**config.mk**
```make
export PLATFORM = sky130hd
export DESIGN_NAME = az_f1f2_seq_flat
export DESIGN_NICKNAME = d
export VERILOG_FILES = /design/src/rtl/az_f1f2_seq_if.sv /design/src/rtl/az_f1f2_seq.sv /design/src/flat_wrapper.sv
export SDC_FILE = /design/constraint.sdc
export NUM_CORES = 1
export LEC_CHECK = 0
export BUFFER_PORTS_ARGS = -buffer_cell sky130_fd_sc_hd__buf_2
export CAP_MARGIN = 0
export CORE_MARGIN = 2
export CORE_UTILIZATION = 59
export DETAILED_ROUTE_END_ITERATION = 7
export PLACE_DENSITY = 0.81
export SYNTH_ARGS = -nofsm -noshare
export SYNTH_HDL_FRONTEND = slang
export SYNTH_SLANG_ARGS = --single-unit
```
**constraint.sdc**
```tcl
create_clock -name clk -period 4.35 [get_ports clk]
set_input_delay 0.2175 -clock clk [delete_from_list [all_inputs] [get_ports clk]]
set_output_delay 0.2175 -clock clk [all_outputs]
set_load 0.01 [all_outputs]
```
**src/rtl/az_f1f2_seq_if.sv**
```systemverilog
// Handshake, coefficient-RAM read port and f1/f2 array write ports of az_f1f2_seq.
// master: the sequencer side; slave: the surrounding LSP datapath.
interface az_f1f2_seq_if #(
    parameter int unsigned ADDR_W = 7
) ();
    logic              start;
    logic              busy;
    logic              done;
    logic              mem_rd;
    logic [ADDR_W-1:0] mem_addr;
    logic [15:0]       mem_dout;
    logic [3:0]        sel;
    logic [15:0]       f1_q;
    logic              f1_ld;
    logic [15:0]       f2_q;
    logic              f2_ld;
    logic              ovf;

    modport master (
        input  start, mem_dout,
        output busy, done, mem_rd, mem_addr, sel, f1_q, f1_ld, f2_q, f2_ld, ovf
    );

    modport slave (
        output start, mem_dout,
        input  busy, done, mem_rd, mem_addr, sel, f1_q, f1_ld, f2_q, f2_ld, ovf
    );
endinterface

```
**src/rtl/az_f1f2_seq.sv**
```systemverilog
// A(z) -> f1/f2 sum/difference polynomial sequencer feeding the Chebyshev root search.
// Optional feature macro AZ_F1F2_SAT_EN: saturate f1/f2 and raise sticky ovf instead of wrapping.
module az_f1f2_seq #(
    parameter int unsigned ADDR_W    = 7,
    parameter int unsigned BASE_ADDR = 0
) (
    input logic           clk,
    input logic           reset,
    az_f1f2_seq_if.master bus
);
    typedef enum logic [2:0] {StIdle, StInit, StRdLo, StRdHi, StCalc, StDone} state_e;

    state_e              state_q;
    logic [2:0]          i_q;
    logic signed [15:0]  p1_q, p2_q;
    logic signed [15:0]  a_lo_q;
    logic                ovf_q;
    logic                busy_q, done_q, mem_rd_q, ld_q;
    logic [ADDR_W-1:0]   mem_addr_q;
    logic [3:0]          sel_q;

    logic signed [17:0]  a_lo_x, a_hi_x, s, d, f1_w, f2_w;
    logic signed [15:0]  f1_r, f2_r;
    logic                clamp;

    // a_hi is taken straight off the RAM data bus during CALC
    always_comb begin
        a_lo_x = {{2{a_lo_q[15]}}, a_lo_q};
        a_hi_x = {{2{bus.mem_dout[15]}}, bus.mem_dout};
        s      = (a_lo_x + a_hi_x) >>> 3;
        d      = (a_lo_x - a_hi_x) >>> 3;
        f1_w   = s - {{2{p1_q[15]}}, p1_q};
        f2_w   = d + {{2{p2_q[15]}}, p2_q};
    end

`ifdef AZ_F1F2_SAT_EN
    always_comb begin
        clamp = 1'b0;
        if (f1_w > 18'sd32767) begin
            f1_r  = 16'sh7fff;
            clamp = 1'b1;
        end else if (f1_w < -18'sd32768) begin
            f1_r  = -16'sh8000;
            clamp = 1'b1;
        end else begin
            f1_r = 16'(f1_w);
        end
        if (f2_w > 18'sd32767) begin
            f2_r  = 16'sh7fff;
            clamp = 1'b1;
        end else if (f2_w < -18'sd32768) begin
            f2_r  = -16'sh8000;
            clamp = 1'b1;
        end else begin
            f2_r = 16'(f2_w);
        end
    end
`else
    always_comb begin
        f1_r  = 16'(f1_w);
        f2_r  = 16'(f2_w);
        clamp = 1'b0;
    end
`endif

    always_ff @(posedge clk) begin
        if (reset) begin
            state_q    <= StIdle;
            i_q        <= '0;
            p1_q       <= '0;
            p2_q       <= '0;
            a_lo_q     <= '0;
            ovf_q      <= 1'b0;
            busy_q     <= 1'b0;
            done_q     <= 1'b0;
            mem_rd_q   <= 1'b0;
            ld_q       <= 1'b0;
            mem_addr_q <= '0;
            sel_q      <= '0;
        end else begin
            case (state_q)
                StIdle: begin
                    if (bus.start) begin
                        state_q <= StInit;
                        ovf_q   <= 1'b0;
                        busy_q  <= 1'b1;
                        ld_q    <= 1'b1;
                        sel_q   <= '0;
                    end
                end
                StInit: begin
                    p1_q       <= 16'sd1024;
                    p2_q       <= 16'sd1024;
                    i_q        <= '0;
                    ld_q       <= 1'b0;
                    mem_rd_q   <= 1'b1;
                    mem_addr_q <= ADDR_W'(BASE_ADDR + 32'd1);
                    state_q    <= StRdLo;
                end
                StRdLo: begin
                    mem_addr_q <= ADDR_W'(BASE_ADDR + 32'd10 - 32'(i_q));
                    state_q    <= StRdHi;
                end
                StRdHi: begin
                    a_lo_q     <= signed'(bus.mem_dout);
                    mem_rd_q   <= 1'b0;
                    mem_addr_q <= '0;
                    ld_q       <= 1'b1;
                    sel_q      <= 4'(i_q) + 4'd1;
                    state_q    <= StCalc;
                end
                StCalc: begin
                    p1_q  <= f1_r;
                    p2_q  <= f2_r;
                    i_q   <= i_q + 3'd1;
                    ld_q  <= 1'b0;
                    sel_q <= '0;
                    if (clamp) ovf_q <= 1'b1;
                    if (i_q == 3'd4) begin
                        busy_q  <= 1'b0;
                        done_q  <= 1'b1;
                        state_q <= StDone;
                    end else begin
                        mem_rd_q   <= 1'b1;
                        mem_addr_q <= ADDR_W'(BASE_ADDR + 32'(i_q) + 32'd2);
                        state_q    <= StRdLo;
                    end
                end
                StDone: begin
                    done_q  <= 1'b0;
                    state_q <= StIdle;
                end
                default: state_q <= StIdle;
            endcase
        end
    end

    assign bus.busy     = busy_q;
    assign bus.done     = done_q;
    assign bus.mem_rd   = mem_rd_q;
    assign bus.mem_addr = mem_addr_q;
    assign bus.sel      = sel_q;
    assign bus.f1_ld    = ld_q;
    assign bus.f2_ld    = ld_q;
    // Write data exists only in INIT (constant 1.0) and CALC (fresh result)
    assign bus.f1_q     = (state_q == StCalc) ? f1_r :
                          (state_q == StInit) ? 16'd1024 : 16'd0;
    assign bus.f2_q     = (state_q == StCalc) ? f2_r :
                          (state_q == StInit) ? 16'd1024 : 16'd0;
    // A clamp is visible in the same cycle as the write that caused it
    assign bus.ovf      = ovf_q | ((state_q == StCalc) & clamp);
endmodule

```
**src/flat_wrapper.sv**
```systemverilog
// flat-port wrapper written by rule: the top's interface ports become plain ports
module az_f1f2_seq_flat 
#(
    parameter int unsigned ADDR_W    = 7,
    parameter int unsigned BASE_ADDR = 0
)
  (clk, reset, bus_start, bus_mem_dout, bus_busy, bus_done, bus_mem_rd, bus_mem_addr, bus_sel, bus_f1_q, bus_f1_ld, bus_f2_q, bus_f2_ld, bus_ovf);
  az_f1f2_seq_if #(.ADDR_W(ADDR_W)) bus_i ();
  input logic clk;
  input logic reset;
  input wire logic [$bits(bus_i.start)-1:0] bus_start;
  input wire logic [$bits(bus_i.mem_dout)-1:0] bus_mem_dout;
  output wire logic [$bits(bus_i.busy)-1:0] bus_busy;
  output wire logic [$bits(bus_i.done)-1:0] bus_done;
  output wire logic [$bits(bus_i.mem_rd)-1:0] bus_mem_rd;
  output wire logic [$bits(bus_i.mem_addr)-1:0] bus_mem_addr;
  output wire logic [$bits(bus_i.sel)-1:0] bus_sel;
  output wire logic [$bits(bus_i.f1_q)-1:0] bus_f1_q;
  output wire logic [$bits(bus_i.f1_ld)-1:0] bus_f1_ld;
  output wire logic [$bits(bus_i.f2_q)-1:0] bus_f2_q;
  output wire logic [$bits(bus_i.f2_ld)-1:0] bus_f2_ld;
  output wire logic [$bits(bus_i.ovf)-1:0] bus_ovf;
  assign bus_i.start = bus_start;
  assign bus_i.mem_dout = bus_mem_dout;
  assign bus_busy = bus_i.busy;
  assign bus_done = bus_i.done;
  assign bus_mem_rd = bus_i.mem_rd;
  assign bus_mem_addr = bus_i.mem_addr;
  assign bus_sel = bus_i.sel;
  assign bus_f1_q = bus_i.f1_q;
  assign bus_f1_ld = bus_i.f1_ld;
  assign bus_f2_q = bus_i.f2_q;
  assign bus_f2_ld = bus_i.f2_ld;
  assign bus_ovf = bus_i.ovf;
  az_f1f2_seq #(.ADDR_W(ADDR_W), .BASE_ADDR(BASE_ADDR)) u_core (.clk(clk), .reset(reset), .bus(bus_i));
endmodule
```
Yosys cells after proc, flatten, opt, wreduce, memory -nomap -nowiden:

Cells that the tools add are included.
W data, S select, Z words.

* flip-flop bits (word level): 69
* input bits: 19
* output and inout bits: 49
* word-level logic and storage cells: 64

* $add $sub $neg: 8
* equal/unequal tests: 9
* mux-type cells: 21
* reduce and logical (&&, ||, !) cells: 15

Operators with widths (count)
* $pmux W16 S2: 2
* $mux W16: 2
* $pmux W7 S4: 1
* $add A16 B16 Y17: 1
* $sub A16 B16 Y17: 1
* $add A14 B16 Y16: 1
* $sub A14 B16 Y16: 1
* $pmux W3 S5: 1
* $pmux W4 S3: 1
* $mux W11: 1
* $reduce_and A2 Y1: 5
* $eq A3 B3 Y1 const B: 3
* $reduce_bool A3 Y1: 3
* $mux W7: 1
* $eq A3 B2 Y1 const B: 2
* $mux W3: 2
* $pmux W1 S3: 2
* $pmux W3 S2: 1
* $reduce_bool A2 Y1: 3
* $sub A4 B3 Y5 const A: 1
* $add A3 B1 Y4 const B: 1
* $add A3 B2 Y4 const B: 1
* $mux W1: 4
* $mux W4: 1
* other kinds (9): 11

Longest topological paths before layout:

* depth in word-level cells: 4
* mapped depth: 20

Least setup slack after synthesis:

No wires, ideal clock.

* path type: register to output
* start point: register u_core.a_lo_q[1]
* end point: output port bus_f1_q[14]
* data arrival time: 3684 ps
* setup slack: 448 ps
* stages on the path, launching flop included: 18
* buffers on the path: 0
* path through: dfxtp_1 ha_1 nand3b_1 a211oi_1 o21ai_0 a31o_2 nor2_1 nor2_1 xor2_1 ha_1 and2_4 or3_1 or3_1 o32ai_1 o311ai_1 o41ai_2 xor2_1 nor2_1

* cells in the longest elaborated chain, start to end: 3

RTL lines
* from (decl): RTL line az_f1f2_seq.sv:16 `logic signed [15:0] a_lo_q;`
* from (signal assigned): RTL line az_f1f2_seq.sv:105 `a_lo_q <= signed'(bus.mem_dout);`
* $add A16 B16 Y17: RTL line az_f1f2_seq.sv:30 `s = (a_lo_x + a_hi_x) >>> 3;`
* $sub A14 B16 Y16: RTL line az_f1f2_seq.sv:32 `f1_w = s - {{2{p1_q[15]}}, p1_q};`
* $mux W16: RTL line az_f1f2_seq.sv:146 `assign bus.f1_q = (state_q == StCalc) ? f1_r :`
* to (decl): RTL line flat_wrapper.sv:18 `output wire logic [$bits(bus_i.f1_q)-1:0] bus_f1_q;`

No other way between the ends.

Worst setup path in the final report:

* start point: register u_core.a_lo_q[1]
* end point: output port bus_f2_q[12]

* cells in the longest elaborated chain, start to end: 3

RTL lines
* $sub A16 B16 Y17: RTL line az_f1f2_seq.sv:31 `d = (a_lo_x - a_hi_x) >>> 3;`
* $add A14 B16 Y16: RTL line az_f1f2_seq.sv:33 `f2_w = d + {{2{p2_q[15]}}, p2_q};`
* $mux W16: RTL line az_f1f2_seq.sv:148 `assign bus.f2_q = (state_q == StCalc) ? f2_r :`
* to (decl): RTL line flat_wrapper.sv:20 `output wire logic [$bits(bus_i.f2_q)-1:0] bus_f2_q;`

No other way between the ends.

==> flow_metrics.py <==
metrics = {
    "outcome": {
        "status": "finished, violations left",
        "violations": "negative setup slack",
    },
    "finish": {
        "diodes": 0,
        "area.growth.synth_to_final_pct": 21.94,
        "postLayoutCoreUtil_pct": 73.04,
        "drive_gt1_share_pct": 22.99,
        "nFillCells": 661,
        "nets": 891,
    },
    "setup_path": {
        "r2r_slack_ns": 0.09,
        "worstPathRequired_ns": 4.13,
        "critPathLaunchType": "flip-flop",
        "endpoint": "bus_f2_q[12]",
        "cp_max_fo": 3,
        "r2r-end": "u_core.p1_q[15]",
        "r2r_start": "u_core.a_lo_q[1]",
        "path_class": "reg -> out",
        "arrival_ns": 4.31,
        "end_kind": "output port",
        "reg2reg_depth": 19,
        "cp-startpoint": "u_core.a_lo_q[1]",
    },
    "timing": {
        "drv_slew": 0,
        "clock-skew-final_ns": 0.008439,
        "slew_headroom_pct": 24.17,
        "hold_viol": 0,
        "rsz0062_at_grt": "yes",
        "setup_viol": 9,
        "worst_slack_ns": -0.1736,
        "worst_pin_slew_ns": 1.137,
        "period_share_pct": 104.0,
        "fmax_mhz": 221.1,
        "fin_crit_ns": 4.524,
    },
    "placed_design": {
        "dpl.hpwl_mm": 10.04,
        "portBuffers": 63,
        "place.gp.congestion": 0.9159,
    },
    "grt": {
        "grt_overflow": 0,
        "grt_pass1_wl_mm": 23.12,
        "met3_usage_pct": 5.292,
        "top_usage_layer": "met2",
        "track_usage_pct": 28.22,
        "grt_antenna_before_repair": 0,
        "grt_max_degree": 58,
        "grt_pass1_vias": 5032,
        "met2_usage_pct": 48.08,
        "use_met1_pct": 34.94,
    },
    "cts": {
        "htreeDepth": 3,
        "cts_tree": "yes",
        "cts_buffers": 9,
        "clkTransAtPathRegs_ns": 0.08,
        "clk_path_buf_depth": 2,
        "cts.sink_count": 66,
        "root_buffer": "clkbuf_8",
        "clock_insertion_delay_worst_skew_ns": 0.35,
    },
    "synthesis": {
        "synth_edf_count": 0,
        "synth_seq_cells": 66,
        "syn_area_per_cell_um2": 7.469,
        "synthTopCellsByCount": "nor2_1, a21oi_1, nand2_1, dfxtp_1, ha_1",
        "synthesis.area_mm2": 0.005430,
        "yosysTopAreaCellShare_pct": 24.33,
        "yosysWarnings": 0,
        "async_reset_ff_share_pct": 0,
        "ys_seq_area_share_pct": 24.33,
        "syn-instance-count": 727,
        "yosysMostFrequentCell": "nor2_1",
        "synthTopCellsByArea": "dfxtp_1, ha_1, a21oi_1",
        "synth.distinct_cells": 61,
        "yosys_most_used_dff": "dfxtp_1",
        "yosys.area.top_type": "dfxtp_1",
    },
    "drt": {
        "drtPass1Iterations": 5,
        "drc_errors": 0,
        "drt_wl_total_mm": 15.61,
        "vias": 5577,
        "wl_per_cell_um": 16.97,
        "ant_nets": 0,
        "avgViaCountPerCell": 6.062,
        "initialDrtViolationCount": 366,
    },
    "power": {
        "power.leakage_nw": 2.987,
        "ir_drop_v": 0.0001498,
        "powerDensity_mw_per_mm2": 269.2,
        "report.power.total_w": 0.001782,
    },
    "die": {
        "ios": 68,
        "rows": 35,
        "coreArea_mm2": 0.009065,
        "design.die.area_mm2": 0.009987,
        "initial_core_util_pct": 59.90,
        "die_h_um": 99.94,
        "die_w_um": 99.94,
    },
    "flow_run": {
        "maxCapViolations": 0,
    },
    "min_path": {
        "hold_path.class": "in -> reg",
        "min-delay-start": "bus_mem_dout[2]",
    },
}
[final cells by class]
cell class	instances	area, um2	area share (%)
multi-input cells	577	4158	62.79
flip-flops and latches	66	1324	19.99
repair buffers	97	574.3	8.673
inverters	53	198.9	3.005
well taps	111	138.9	2.098
clock buffers	10	137.6	2.079
clock inverters	6	90.09	1.361
[sequential cells by signal (all words and copies together) (netlist names)]
signal and cells:
u_core.p1_q 16, u_core.a_lo_q 16, u_core.bus.done 1, u_core.i_q 3, u_core.bus.mem_rd 1, u_core.bus.sel 4, u_core.state_q 3, u_core.p2_q 16
u_core.bus.mem_addr 4, u_core.bus.busy 1, u_core.bus.f1_ld 1
[per-stage QoR]
stage	TNS [ns]	setup slack, ns	hold slack, ns	cell area (um2)	cells
CTS	-0.1084	-0.1084	0.1188	6233	904
floorplan	0	0.4484	0.3535	5441	730
finish	-0.8606	-0.1736	0.1176	6621	920
global placement	0	0.1141	0.4394	5816	880
global route	-3.100	-0.3839	0.1277	6621	920
detailed placement	0	0.02219	0.4451	5816	880
[how the worst min path moves through the flow]
stage,cells after the start,endpoint
2_1_floorplan,2,u_core.a_lo_q[0]
3_3_place_gp,2,u_core.p1_q[8]
3_5_place_dp,2,u_core.p1_q[13]
4_1_cts,3,u_core.a_lo_q[1]
5_1_grt,3,u_core.a_lo_q[4]
6_report,3,u_core.a_lo_q[2]
[cells in the final DEF (no fill, tap or decap), drive strengths merged, types with 3 or more instances in the layout]
master,synthesis,final
a2111oi,4,4
a211oi,12,12
a21o,11,11
a21oi,81,81
a221oi,3,3
a22oi,7,7
and2,8,8
and3,4,4
buf,12,97
clkbuf,22,10
clkinv,0,3
conb,1,4
dfxtp,66,66
ha,66,66
inv,53,53
mux2i,3,3
nand2,72,72
nand2b,12,12
nand3,10,10
nand4,4,4
nor2,96,96
nor2b,10,10
nor3,25,25
o21a,16,16
o21ai,33,33
o21bai,4,4
o22ai,3,3
o31ai,6,6
or2,6,6
or3,4,4
xnor2,25,25
xor2,17,17
[power breakdown]
part / internal (W) / switching, W
Sequential: 0.000624 / 0.0000211
Combinational: 0.000224 / 0.000307
Clock: 0.000339 / 0.000267
Total: 0.00119 / 0.000595
[cell families (layout without fill, tap and decap cells)]
logic type | count (synthesis) | count (layout) | share of synthesized area [%]
AND/OR/NAND/NOR | 257 | 257 | 21.38
AO/OA/AOI/OAI | 200 | 200 | 23.59
buffers and inverters | 87 | 166 | 6.521
adder cells (fa/ha/maj) | 68 | 68 | 15.94
flip-flops | 66 | 66 | 24.33
XOR/XNOR | 43 | 43 | 7.189
multiplexers | 5 | 5 | 0.9677
other | 1 | 4 | 0.06906
[timing repair]
action / CTS / global route
endpoints found under the hold margin: 0 / 0
hold buffers: 0 / 0
buffers inserted: 8 / 16
resized for setup: 23 / 61
endpoints found under the setup margin: 8 / 14
pin swaps: 18 / 43
gates cloned: 0 / 0
[routing by layer]
layer	wire (um)	share of wire (%)
met5	0	0
met4	612	3.9
met3	1150	7.4
met2	7568	48
met1	6281	40
[critical path, stage by stage (launching register included)]
cell and delay [ns]:
dfxtp_2 0.36, ha_4 0.20, buf_4 0.13, buf_6 0.11, a2111oi_4 0.34, buf_4 0.19, nor4b_4 0.05, o21a_1 0.22
o21ai_1 0.16, nand2b_1 0.15, xor2_1 0.19, ha_1 0.34, buf_4 0.15, o21a_1 0.10, o21a_1 0.19, o221a_4 0.29
o31ai_4 0.25, nand2b_1 0.13, xnor2_2 0.20, nor2_1 0.06, buf_2 0.15
Power figures use the tool's default switching activity.
